==> config.mk <==
export PLATFORM = sky130hd
export DESIGN_NAME = sat_verify
export DESIGN_NICKNAME = d
export VERILOG_FILES = /design/src/rtl/sat_verify.sv
export SDC_FILE = /design/constraint.sdc
export NUM_CORES = 1
export LEC_CHECK = 0
export BUFFER_PORTS_ARGS = -buffer_cell sky130_fd_sc_hd__buf_2
export CAP_MARGIN = 10
export CORE_MARGIN = 2
export CORE_UTILIZATION = 45
export DETAILED_ROUTE_END_ITERATION = 8
export HOLD_SLACK_MARGIN = 0.12
export PLACE_DENSITY_LB_ADDON = 0.25
export REMOVE_ABC_BUFFERS = 1
export SLEW_MARGIN = 20
export SYNTH_ARGS = -nofsm -noshare
export SYNTH_HDL_FRONTEND = slang
export SYNTH_SLANG_ARGS = --single-unit
export TNS_END_PERCENT = 30
==> constraint.sdc <==
create_clock -name clk -period 12.62 [get_ports clk]
set_clock_uncertainty 0.05 [all_clocks]
set_input_delay 1.262 -clock clk [delete_from_list [all_inputs] [get_ports clk]]
set_output_delay 1.262 -clock clk [all_outputs]
set_load 0.1 [all_outputs]
==> src/rtl/sat_verify.sv <==
// sat_verify: checks a candidate assignment against M stored CNF clauses, one clause per cycle.
// Define SAT_VERIFY_UNSAT_COUNT_EN to always scan all clauses and report the unsatisfied count.
module sat_verify #(
  parameter int N = 32,
  parameter int M = 4,
  localparam int IW = $clog2(M),
  localparam int CW = $clog2(M + 1)
) (
  input  logic          clk,
  input  logic          reset,
  input  logic          clause_we,
  input  logic [IW-1:0] clause_addr,
  input  logic [N-1:0]  clause_pos,
  input  logic [N-1:0]  clause_neg,
  input  logic          cand_valid,
  output logic          cand_ready,
  input  logic [N-1:0]  cand,
  output logic          res_valid,
  input  logic          res_ready,
  output logic          res_sat,
  output logic [IW-1:0] res_idx,
  output logic [CW-1:0] res_cnt
);
  typedef enum logic [1:0] {IDLE, SCAN, REPORT} state_t;
  state_t        r_state;
  logic [N-1:0]  r_pos [M];
  logic [N-1:0]  r_neg [M];
  logic [N-1:0]  r_cand;
  logic [IW-1:0] r_idx;
  logic          r_sat;
  logic [IW-1:0] r_res_idx;
  logic          w_sat;
  logic          w_last;
`ifdef SAT_VERIFY_UNSAT_COUNT_EN
  logic [CW-1:0] r_cnt;
  logic [CW-1:0] r_res_cnt;
  logic [IW-1:0] r_first;
  logic          r_found;
  assign res_cnt = r_res_cnt;
`else
  assign res_cnt = '0;
`endif
  assign w_sat      = |(r_pos[r_idx] & r_cand) | |(r_neg[r_idx] & ~r_cand);
  assign w_last     = r_idx == IW'(M - 1);
  assign cand_ready = r_state == IDLE;
  assign res_valid  = r_state == REPORT;
  assign res_sat    = r_sat;
  assign res_idx    = r_res_idx;
  always_ff @(posedge clk or posedge reset) begin
    if (reset) begin
      r_state   <= IDLE;
      r_cand    <= '0;
      r_idx     <= '0;
      r_sat     <= 1'b0;
      r_res_idx <= '0;
      for (int i = 0; i < M; i++) begin
        r_pos[i] <= '0;
        r_neg[i] <= '0;
      end
`ifdef SAT_VERIFY_UNSAT_COUNT_EN
      r_cnt     <= '0;
      r_res_cnt <= '0;
      r_first   <= '0;
      r_found   <= 1'b0;
`endif
    end else begin
      case (r_state)
        IDLE: begin
          if (clause_we) begin
            r_pos[clause_addr] <= clause_pos;
            r_neg[clause_addr] <= clause_neg;
          end
          if (cand_valid) begin
            r_cand  <= cand;
            r_idx   <= '0;
            r_state <= SCAN;
`ifdef SAT_VERIFY_UNSAT_COUNT_EN
            r_cnt   <= '0;
            r_found <= 1'b0;
`endif
          end
        end
        SCAN: begin
`ifdef SAT_VERIFY_UNSAT_COUNT_EN
          r_cnt <= r_cnt + CW'(!w_sat);
          if (!w_sat && !r_found) begin
            r_first <= r_idx;
            r_found <= 1'b1;
          end
          if (w_last) begin
            r_state   <= REPORT;
            r_sat     <= !r_found && w_sat;
            r_res_idx <= r_found ? r_first : (w_sat ? '0 : r_idx);
            r_res_cnt <= r_cnt + CW'(!w_sat);
          end else begin
            r_idx <= r_idx + IW'(1);
          end
`else
          // early exit on the first unsatisfied clause
          if (!w_sat || w_last) begin
            r_state   <= REPORT;
            r_sat     <= w_sat;
            r_res_idx <= w_sat ? '0 : r_idx;
          end else begin
            r_idx <= r_idx + IW'(1);
          end
`endif
        end
        REPORT: if (res_ready) r_state <= IDLE;
        default: r_state <= IDLE;
      endcase
    end
  end
endmodule

# ---- Word level (Yosys, flattened, before mapping)
# Cells that the tools add are included.
dict set report classes {
  addsub 1
  n_lt_le_gt_ge 3
  n_eq_ne 7
  mux 18
  bitwise_logic 6
  reduce_logical 12
}
# cell n
set ops {}
lappend ops {{bitwise mux 128 bit} 2}
lappend ops {{2-to-1 mux 32 bit} 5}
lappend ops {{binary-select mux 32 bit (select 2 bit)} 2}
lappend ops {{AND 32 bit} 2}
lappend ops {{demux 32 bit (select 2 bit)} 1}
lappend ops {{OR reduction 32 bit} 2}
lappend ops {{NOT 32 bit} 1}
lappend ops {{2-to-1 mux 2 bit} 6}
lappend ops {{greater-or-equal comparator 3 bit (second input constant)} 2}
lappend ops {{inequality test 2 bit (second input constant)} 3}
lappend ops {{NOT 2 -> 3 bit} 2}
lappend ops {{case mux 2 bit (3 select lines)} 1}
lappend ops {{AND reduction 2 bit} 3}
lappend ops {{AND reduction 3 bit} 2}
lappend ops {{== test 2 bit (second input constant)} 2}
lappend ops {{case mux 2 bit (2 select lines)} 1}
lappend ops {{less-than comparator 3 x 1 -> 1 bit (second input constant)} 1}
lappend ops {{adder 2 x 1 -> 2 bit (second input constant)} 1}
lappend ops {{== test 2 x 1 -> 1 bit (second input constant)} 1}
lappend ops {{zero test 2 bit} 1}
lappend ops {{inequality test 2 x 1 -> 1 bit (second input constant)} 1}
lappend ops {{nonzero test 2 bit} 1}
lappend ops {{logical AND 1 bit} 1}
lappend ops {{zero test 1 bit} 1}
lappend ops {{2 further kinds} 2}
dict set report word_totals {
  ff_bits 295
  in_bits 103
  output_inout_bits 8
}

# ---- Depth between registers and ports, before layout
# Gate-level depths: netlist of the first run.
dict set report logic_depth {
  word_depth 11
  ltp_mapped 11
  ltp_nobuf 7
}

# ---- Worst setup path before layout of the first run
# Ideal clock, no wire load.
dict set report synth_timing {
  path_kind {flip-flop to flip-flop}
  from {register r_state[1]}
  to {register r_neg[100] (netlist name)}
  setup_ns 0.125
  t_arrival_ns 3.382
  path_slack_ns 9.063
  stages_incl_launch_ff 6
  path_buffers 1
  cell_sequence {dfrtp_1 > nor2_1 > nand2_1 > nor3_1 > clkbuf_1 > mux2_2}
}
dict set report synth_between {
  elab_chain_cells 2
}
# element line
set synth_rtl {}
lappend synth_rtl {{from (decl)} 25} ;# state_t r_state;
lappend synth_rtl {{from (signal assigned)} 51} ;# r_state <= IDLE;
lappend synth_rtl {{from (signal assigned)} 76} ;# r_state <= SCAN;
lappend synth_rtl {{from (signal assigned)} 101} ;# r_state <= REPORT;
lappend synth_rtl {{zero test 2 bit} -}
lappend synth_rtl {{named net cand_ready} 16} ;# output logic cand_ready,
lappend synth_rtl {{AND reduction 2 bit (no line)} -}
lappend synth_rtl {{to (signal, indexed assignment)} 71} ;# r_neg[clause_addr] <= clause_neg;
lappend synth_rtl {{to (decl)} 27} ;# logic [N-1:0] r_neg [M];
# The timed path passes the listed nets, and every way through them passes these cells.
# A chain may end at the register's enable or synchronous reset.

# ---- Final worst setup path of the first run
dict set report layout_timing {
  from {register r_idx[0]}
  to {register r_idx[0]}
}
dict set report layout_between {
  elab_chain_cells 11
  elab_cells_between_ends 20
  cone_classes {add/sub: 1; eq/ne: 2; mux: 8; bitwise: 4; reduce/logical: 5}
}
# element line
set layout_rtl {}
lappend layout_rtl {{from (decl)} 29} ;# logic [IW-1:0] r_idx;
lappend layout_rtl {{from (signal assigned)} 105} ;# r_idx <= r_idx + IW'(1);
lappend layout_rtl {{NOT 2 -> 3 bit (implied by the code)} 43} ;# assign w_sat = |(r_pos[r_idx] & r_cand) | |(r_neg[r_idx] & ~r_cand);
lappend layout_rtl {{binary-select mux 32 bit (select 2 bit)} 43}
lappend layout_rtl {{2-to-1 mux 32 bit (implied by the code) (2 in a row)} 43}
lappend layout_rtl {{AND 32 bit} 43}
lappend layout_rtl {{OR reduction 32 bit} 43}
lappend layout_rtl {{OR 1 bit} 43}
lappend layout_rtl {{zero test 1 bit} 100} ;# if (!w_sat || w_last) begin
lappend layout_rtl {{logical OR 1 bit} 100}
lappend layout_rtl {{inequality test 2 bit (no line)} -}
lappend layout_rtl {{AND reduction 3 bit (no line)} -}
# Parallel ways exist; a longest one is shown, timed or not. The select of a mux whose other input is x is not followed.

==> impl_metrics.csv, run 1 <==
group,metric,value,unit
status,status,"finished clean",
sta,drv_slew,0,
clock_tree,ctsLongestPathBuffers,3,
worst_setup_path,worstSetupStartpointType,"flop",
sta,hold_viol,0,
finish,nets,1088,
global_routing,grt_pass1_vias,8028,
worst_setup_path,r2r_start,"r_idx[0]",
synthesis,synth_top_family_by_area,"multiplexers",
clock_tree,cts_resized,0,
sta,setup_tns,0,ns
floorplan,core_area,28700,sq um
worst_setup_path,regToRegSetupSlack,8.48,ns
clock_tree,clk_pin_slew,0.06,ns
sta,finalSetupViolations,0,
synthesis,syn_inst,887,
global_routing,gr-usage-met3,3.29,%
synthesis,ys.warnings.count,0,
worst_setup_path,endpoint_kind,"flop",
clock_tree,cts_setup_buffers,0,
floorplan,io_pins,111,
clock_tree,cts_root_buffer,"clkbuf_16",
synthesis,ys_top_cells_by_area,"dfrtp_1 (56%), mux2_2 (25%), mux4_2 (5.1%)",
sta,hold_slack,0.451,ns
synthesis,postSynthAreaPerCell,14.8,sq um
synthesis,synth-main-ff-cell,"dfrtp_1",
worst_setup_path,slowest_stage,"clkinv_1",
floorplan,die_w,175,microns
synthesis,yosysTopAreaCellShare,56.2,%
sta,tightest_slew,1.08,ns
clock_tree,cts_hold_buf,0,
synthesis,synthSimpleGateAreaFrac,3.40,%
worst_setup_path,arrival,4.53,ns
global_routing,grt_pass1_wl,47.0,mm
sta,rsz0062_at_grt,"false",
synthesis,syn_area,13100,sq um
sta,slew_headroom,28.0,%
drt,drt_iter0_drc,510,
worst_setup_path,path_max_fanout,35,
drt,avgViaCountPerCell,5.56,
worst_setup_path,required,13.01,ns
flow_run,drv_cap,0,
finish,antennaDiodeCount,0,
synthesis,synth_edf_count,0,
global_routing,grt-ovfl-total,0,
global_routing,track_usage,19.7,%
drt,drc,0,
synthesis,synth_seq_cells,295,
synthesis,synth_fa_ha_area_share,0.0952,%
synthesis,synth_top_area_cell,"dfrtp_1",
min_path,hold_start,"r_neg[6]",
min_path,hold_path_end,"r_neg[6]",
finish,multi_input_area,5490,sq um
clock_tree,numCtsBuffers,31,
clock_tree,clock_latency,0.56,ns
floorplan,die_h,175,microns
sta,fmax,0.242,GHz
sta,fin_crit,4.14,ns
global_routing,grt_start_max_net_pins,168,
place,place.gp.congestion,0.782,
drt,dr.pass1.iters,4,
floorplan,initial_core_util,45.8,%
drt,wl,29.5,mm
finish,layout_common_cells,"mux2_2 (296), dfrtp_1 (293), buf_2 (107), mux2i_1 (51), clkbuf_16 (31)",
synthesis,synth_compound_area_share,3.26,%
global_routing,met2_usage,30.3,%
synthesis,seq_area_frac_synth,56.2,%
drt,wl_per_cell,21.2,microns
worst_setup_path,rr_worst_depth,7,
clock_tree,htreeDepth,1,
finish,nFillCells,2430,
synthesis,async_flop_share,100,%
floorplan,die_area,30600,sq um
power_and_ir_drop,p_leak,6.51,nW
worst_setup_path,max_stage_delay,0.84,ns
global_routing,antenna_found_initial,0,
clock_tree,cts_sinks,295,
finish,final_common_cell,"mux2_2",
finish,drive_gt1_share,49.6,%
global_routing,grt_busiest_layer,"met2",
finish,regArea,7390,sq um
min_path,hold_depth,1,
drt,num_vias,7745,
floorplan,rows,62,
clock_tree,cts_tree,"done",
power_and_ir_drop,power.density,267,nW/um^2
worst_setup_path,worstPathCellList,"buf_4 -> clkinv_1 -> a22o_1 -> a2111oi_0 -> and4bb_1 -> a211oi_2 -> mux2_1",
drt,drtAntennaViolNets,0,
sta,finalCritPeriodShare,32.8,%
finish,area_growth,14.3,%
place,dpl.hpwl,18.4,mm
worst_setup_path,r2r-end,"r_idx[0]",
global_routing,grt_util_met1,29.3,%
worst_setup_path,critical_path_class,"reg2reg",
power_and_ir_drop,ir_drop,0.144,mV
synthesis,synth_mux_area_share,34.8,%
place,portBuffers,107,
synthesis,synth_xor_area_share,0,%
min_path,hold_path_class,"reg2reg",
synthesis,yosys.cell_types.count,48,
==> stage by stage <==
step	setup slack (ns)	instances	power (mW)	util, %	instance area (sq um)
after detailed placement	8.48	1335	3.15	48.8	14000
after CTS	8.47	1392	4.05	52.3	15000
final	8.48	1392	4.01	52.3	15000
after global placement	8.53	1335	3.12	48.8	14000
after global routing	8.18	1392	4.25	52.3	15000
after floorplan	3.16	836	2.79	-	12900
==> worst max-delay path by stage <==
stage             start   endpoint  slack (ns)  depth (start not counted)
2_1_floorplan     reset  r_cand[0]        3.16                          1
3_3_place_gp   r_idx[0]   r_idx[0]        8.53                          8
3_5_place_dp   r_idx[0]   r_idx[0]        8.48                          8
4_1_cts        r_idx[0]   r_idx[0]        8.47                          8
5_1_grt        r_idx[0]   r_idx[0]        8.18                          8
6_report       r_idx[0]   r_idx[0]        8.48                          7
==> area by class of cell <==
cell class / count / share of cell area [%]
sequential: 295 / 49.2
multi-input combinational: 527 / 36.5
clock buffer: 47 / 6.10
timing repair buffer: 115 / 4.05
tap: 384 / 3.20
clock inverter: 10 / 0.558
inverter: 14 / 0.400
==> metal layers <==
| layer | routed length (microns) | part of all wire (%) |
|---|---|---|
| met1 | 14000 | 47 |
| met3 | 1410 | 4.8 |
| met2 | 13500 | 46 |
| met4 | 656 | 2.2 |
| met5 | 0 | 0 |
==> power by group <==
part / switching [mW] / total [mW] / internal [mW]
combinational: 0.604 / 1.38 / 0.775
clock: 0.366 / 0.884 / 0.518
sequential: 0.327 / 1.75 / 1.42
total: 1.30 / 4.01 / 2.71
==> registers in the layout (all words and copies together), names as in the netlist <==
name,flops
res_idx,2
r_neg,128
r_cand,32
r_state,2
r_pos,128
res_sat,1
r_idx,2
==> cell usage after synthesis (5+ instances only) <==
cell type and number:
a22oi_1 5, a311oi_1 5, buf_2 13, buf_4 6, clkbuf_1 30, dfrtp_1 295
inv_1 13, mux2_2 296, mux2i_1 51, mux4_2 30, nand2_1 24, nand2b_1 9
nand4_1 8, nor2b_1 6, nor3_1 17, o21ai_0 11, o22ai_1 7, o32ai_1 7
==> cell families (layout without fill, tap and decap cells) <==
logic type	after synthesis	in the layout
buffers and inverters	67	186
AOI/OAI and AO/OA	59	59
adders and majority gates	1	1
other	1	3
muxes	381	381
DFF	295	295
and+or+nand+nor	83	83
==> worst max-delay path: cells and delay by family, from the launching register on <==
kind	cells	cell delay (ns)
compound gates	3	1.04
buf+inv	2	1.42
flops	1	0.74
mux	1	0.32
simple gates	1	0.41
No activity file was read; power rests on OpenSTA's default activity.
==> run 2: changes to the inputs <==
- clock period: 12.62 -> 4.2 ns (I/O delays scaled with it)
==> run 2 against run 1 <==
  * Sequential share of layout area down 3.6 points
  * Cell count up 7.6%
  * Total power rose to 3.1 times the previous value
  * Non-clock buffer count up 107
  * Largest cell class unchanged
==> impl_metrics.csv, run 2 (same netlist as run 1, synthesis figures left out) <==
group,metric,value,unit
floorplan,rows,62,
drt,avgViaCountPerCell,5.39,
sta,tightest_slew,1.09,ns
finish,final_area,16200,sq um
sta,hold_viol,0,
worst_setup_path,cpLargestDelayFamily,"simple AND/OR/NAND/NOR gates",
power_and_ir_drop,ir_drop,0.342,mV
clock_tree,cts_tree,"done",
sta,drv_slew,0,
sta,fin_crit,3.55,ns
floorplan,die_h,175,microns
place,placedInstanceArea,14100,sq um
finish,drive_gt1_share,45.9,%
finish,nFillCells,2411,
floorplan,die_w,175,microns
power_and_ir_drop,power.density,769,nW/um^2
status,status,"finished clean",
drt,wl,30.7,mm
sta,finalSetupViolations,0,
place,dp.cells,1345,
global_routing,grt-ovfl-total,0,
clock_tree,cts_root_buffer,"clkbuf_16",
worst_setup_path,endpoint_kind,"flop",
clock_tree,clock_latency,0.56,ns
sta,slew_headroom,27.6,%
sta,setup_tns,0,ns
sta,rsz0062_at_grt,"false",
worst_setup_path,critical_path_class,"reg2reg",
worst_setup_path,required,4.59,ns
clock_tree,ctsLongestPathBuffers,3,
min_path,hold_path_class,"in2reg",
worst_setup_path,max_stage_delay,0.80,ns
clock_tree,htreeDepth,1,
clock_tree,cts_setup_buffers,0,
floorplan,initial_core_util,45.8,%
worst_setup_path,slowest_stage,"dfrtp_4",
finish,reg.largest.list,"r_neg: 128 flops, r_pos: 128 flops, r_cand: 32 flops",
worst_setup_path,arrival,3.94,ns
clock_tree,cts_sinks,295,
drt,drtAntennaViolNets,0,
global_routing,track_usage,20.8,%
floorplan,io_pins,111,
global_routing,antenna_found_initial,0,
drt,wl_per_cell,20.5,microns
floorplan,core_area,28700,sq um
drt,dr.pass1.iters,4,
place,portBuffers,107,
place,place.gp.congestion,0.763,
power_and_ir_drop,p_leak,7.03,nW
finish,nets,1195,
floorplan,die_area,30600,sq um
drt,drt_iter0_drc,399,
finish,fin_cells,1498,
worst_setup_path,crit_buf_inv,1,
clock_tree,cts_resized,0,
sta,fmax,0.282,GHz
finish,layout_common_cells,"mux2_2 (296), dfrtp_1 (293), buf_2 (107), dlygate4sd3_1 (97), mux2i_1 (51)",
drt,num_vias,8069,
clock_tree,cts_hold_buf,97,
clock_tree,numCtsBuffers,31,
place,dpl.hpwl,19.4,mm
global_routing,grt_pass1_vias,8718,
flow_run,drv_cap,0,
clock_tree,clk_pin_slew,0.06,ns
finish,final_common_cell,"mux2_2",
worst_setup_path,path_max_fanout,33,
global_routing,grt_pass1_wl,49.9,mm
finish,antennaDiodeCount,0,
sta,finalCritPeriodShare,84.5,%
worst_setup_path,worstSetupStartpointType,"flop",
finish,area_growth,23.2,%
drt,drc,0,
global_routing,grt_start_max_net_pins,114,
worst_setup_path,worstPathCellList,"buf_4 -> mux4_2 -> nor2b_1 -> a211o_1 -> nor4_1 -> and4bb_1 -> a211oi_2 -> mux2_1",
run 2: changes by cell type in the layout (fill, tap and decap cells not counted):
cell / previous run / this run
dlygate4sd3_1: 0 / 97
buf_4: 7 / 15
bufinv_16: 1 / 5
buf_12: 1 / 3
clkbuf_1: 8 / 6
clkinv_2: 6 / 4
clkinvlp_4: 2 / 0
clkbuf_8: 8 / 9
run 2: final timing paths:
kind	from	end	slack (ns)	depth (start not counted)
hold / removal	clause_pos[1]	r_pos[97]	0.14	2
hold reg to reg	r_neg[63]	r_neg[63]	0.45	1
max in group asynchronous	reset	r_neg[87]	2.71	4
setup / recovery	r_idx[1]	r_idx[1]	0.65	8
min in group asynchronous	reset	r_cand[29]	0.40	3
setup reg to reg	r_idx[1]	r_idx[1]	0.65	8
run 2: through the flow:
stage | util (%) | total power, mW | setup slack (ns) | hold slack [ns]
floorplan | - | 8.38 | -4.42 | 0.423
global placement | 49.2 | 9.44 | 0.745 | 0.432
detailed placement | 49.2 | 9.56 | 0.690 | 0.438
CTS | 56.4 | 12.6 | 0.667 | 0.123
global route | 56.4 | 13.2 | 0.484 | 0.130
finish | 56.4 | 12.5 | 0.651 | 0.143
run 2: routing by layer:
metal | track usage (%) | share of wire (%) | vias up
li1 | - | - | 3715
met1 | 29.5 | 47 | 4182
met2 | 34.5 | 48 | 129
met3 | 2.76 | 3.1 | 43
met4 | 4.55 | 1.7 | 0
met5 | 0 | 0 | -
run 2: final cells by class:
cell class                 count  area (sq um)  share of cell area [%]
sequential                   295          7390                    45.6
clock buffer                  46           922                    5.69
clock inverter                10           179                    1.10
multi-input combinational    527          5490                    33.9
timing repair buffer         222          1680                    10.4
inverter                      14          60.1                   0.371
tap                          384           480                    2.97
run 2: report_power, final:
part           switching, mW  total, mW  internal (mW)  leakage, nW
Sequential             0.979       5.25           4.27         3.54
Combinational           1.84       4.29           2.44         2.94
Clock                   1.10       2.91           1.81        0.545
Total                   3.93       12.5           8.53         7.03
==> run 3: changes to the inputs <==
- clock period: 4.2 -> 3.5 ns (I/O delays scaled with it)
==> run 3 against run 2 <==
  * Flip-flop and latch count unchanged
  * Register-to-register slack got worse by 0.34 ns
  * Count of clock-buffer cells in the layout decreased by 2
  * Worst setup slack worse by 0.34 ns
  * Largest power group unchanged
  * Critical path depth unchanged
  * Clock power increased by 11%
  * Design area is 0.12% lower
  * Sequential power is 20% higher
  * First-iteration DRC count rose by 20%
==> impl_metrics.csv, run 3 (same netlist as run 1, synthesis figures left out) <==
group,metric,value,unit
place,dp_slack,0.278,ns
min_path,hold_path_class,"reg2reg",
sta,tightest_slew,1.09,ns
sta,hold_viol,0,
worst_setup_path,worstSetupStartpointType,"flop",
drt,wl,31.1,mm
finish,area_growth,23.1,%
power_and_ir_drop,swShare,32.1,%
global_routing,grt-ovfl-total,0,
worst_setup_path,slowest_stage,"dfrtp_4",
global_routing,track_usage,20.9,%
sta,finalCritPeriodShare,91.2,%
sta,fmax,0.313,GHz
flow_run,drv_cap,0,
worst_setup_path,r2r-end,"r_idx[1]",
drt,num_vias,8197,
status,status,"finished clean",
floorplan,core_area,28700,sq um
finish,layout_common_cells,"mux2_2 (296), dfrtp_1 (293), buf_2 (107), dlygate4sd3_1 (98), mux2i_1 (51)",
clock_tree,cts_tree,"done",
worst_setup_path,required,3.89,ns
drt,dr.pass1.iters,4,
worst_setup_path,max_stage_delay,0.62,ns
worst_setup_path,arrival,3.58,ns
finish,antennaDiodeCount,0,
worst_setup_path,path_max_fanout,17,
worst_setup_path,r2r_start,"r_idx[1]",
drt,avgViaCountPerCell,5.47,
sta,slew_headroom,27.5,%
floorplan,initial_core_util,45.8,%
worst_setup_path,critical_path_class,"reg2reg",
floorplan,die_h,175,microns
worst_setup_path,regToRegSetupSlack,0.31,ns
clock_tree,clock_latency,0.56,ns
global_routing,grt_pass1_vias,8678,
drt,drc,0,
global_routing,grt_pass1_wl,50.1,mm
finish,reg.largest.list,"r_neg: 128 flops, r_pos: 128 flops, r_cand: 32 flops",
place,portBuffers,107,
sta,worst_slack,0.307,ns
finish,nets,1198,
clock_tree,cts_root_buffer,"clkbuf_16",
power_and_ir_drop,p_comb_share,35.3,%
drt,drt_iter0_drc,477,
power_and_ir_drop,power.density,910,nW/um^2
clock_tree,cts_resized,0,
worst_setup_path,worstPathCellList,"buf_4 -> mux4_2 -> a22oi_1 -> nand3_1 -> nor4_1 -> and4bb_1 -> a211oi_2 -> mux2_1",
floorplan,io_pins,111,
power_and_ir_drop,netSwitchingPower,4.72,mW
place,place.gp.congestion,0.794,
clock_tree,cts_sinks,295,
sta,drv_slew,0,
place,dpl.hpwl,19.2,mm
sta,hold_slack,0.450,ns
finish,postLayoutCoreUtil,56.4,%
worst_setup_path,crit_end,"r_idx[1]",
clock_tree,htreeDepth,1,
global_routing,grt_start_max_net_pins,121,
sta,fin_crit,3.19,ns
clock_tree,clk_pin_slew,0.06,ns
power_and_ir_drop,p_clk_share,22.0,%
global_routing,antenna_found_initial,0,
sta,rsz0062_at_grt,"false",
worst_setup_path,endpoint_kind,"flop",
finish,nFillCells,2375,
worst_setup_path,rr_worst_depth,8,
power_and_ir_drop,power_frac_seq,42.7,%
sta,finalSetupViolations,0,
power_and_ir_drop,p_leak,7.01,nW
floorplan,die_area,30600,sq um
floorplan,die_w,175,microns
clock_tree,ctsLongestPathBuffers,3,
finish,drive_gt1_share,45.9,%
drt,wl_per_cell,20.7,microns
clock_tree,numCtsBuffers,31,
drt,drtAntennaViolNets,0,
power_and_ir_drop,ir_drop,0.364,mV
floorplan,rows,62,
worst_setup_path,critical_path.startpoint,"r_idx[1]",
power_and_ir_drop,internal_power,10.0,mW
finish,final_common_cell,"mux2_2",
==> run 3: worst min-delay path by stage <==
stage	endpoint	cells past startpoint	slack (ns)	from
6_report	r_pos[25]	1	0.45	r_pos[25]
3_5_place_dp	r_pos[45]	1	0.44	r_pos[45]
5_1_grt	r_pos[32]	1	0.46	r_pos[32]
4_1_cts	r_pos[45]	1	0.45	r_pos[45]
3_3_place_gp	r_neg[49]	1	0.43	r_neg[49]
2_1_floorplan	r_cand[10]	2	0.42	cand[10]
==> run 3: through the flow <==
stage                     total power [mW]  cell area, sq um  TNS (ns)  instances
after global placement                11.3             14200         0       1347
after global routing                  15.6             16200         0       1499
after CTS                             14.9             16200         0       1499
final                                 14.7             16200         0       1499
after floorplan                       10.1             12900  -2116.54        836
after detailed placement              11.5             14200         0       1347
==> run 3: power by group through the flow <==
stage / combinational (mW) / clock (mW) / sequential, mW
2_1_floorplan: 3.90 / 0 / 6.15
3_3_place_gp: 5.04 / 0 / 6.29
3_5_place_dp: 5.15 / 0 / 6.33
4_1_cts: 5.26 / 3.31 / 6.28
5_1_grt: 5.67 / 3.46 / 6.51
6_report: 5.19 / 3.24 / 6.29
==> run 3: critical path, delay by kind of cell, from the launching register on <==
family	cells	cell delay (ns)
AO/OA/AOI/OAI	2	0.27
buffers and inverters	1	0.27
flip-flops	1	0.62
multiplexers	2	0.83
AND/OR/NAND/NOR	3	1.01
==> run 3: cell type report <==
class / count / area [sq um] / share of cell area, %
Multi-Input combinational cell: 527 / 5490 / 33.9
Tap cell: 384 / 480 / 2.97
Clock inverter: 10 / 103 / 0.634
Timing Repair Buffer: 225 / 1750 / 10.8
Clock buffer: 44 / 905 / 5.59
Inverter: 14 / 60.1 / 0.371
Sequential cell: 295 / 7390 / 45.7
==> run 3: repair_timing <==
action                    CTS  global route
hold buffers               98             0
buffers inserted            0             0
hold endpoints to repair  404             0
==> run 3: layer usage <==
layer | part of all wire, % | global-route usage (%) | up-vias
met5 | 0 | 0 | -
met1 | 47 | 29.4 | 4293
met4 | 2.1 | 5.17 | 0
li1 | - | - | 3688
met3 | 4.1 | 3.00 | 45
met2 | 47 | 34.4 | 171
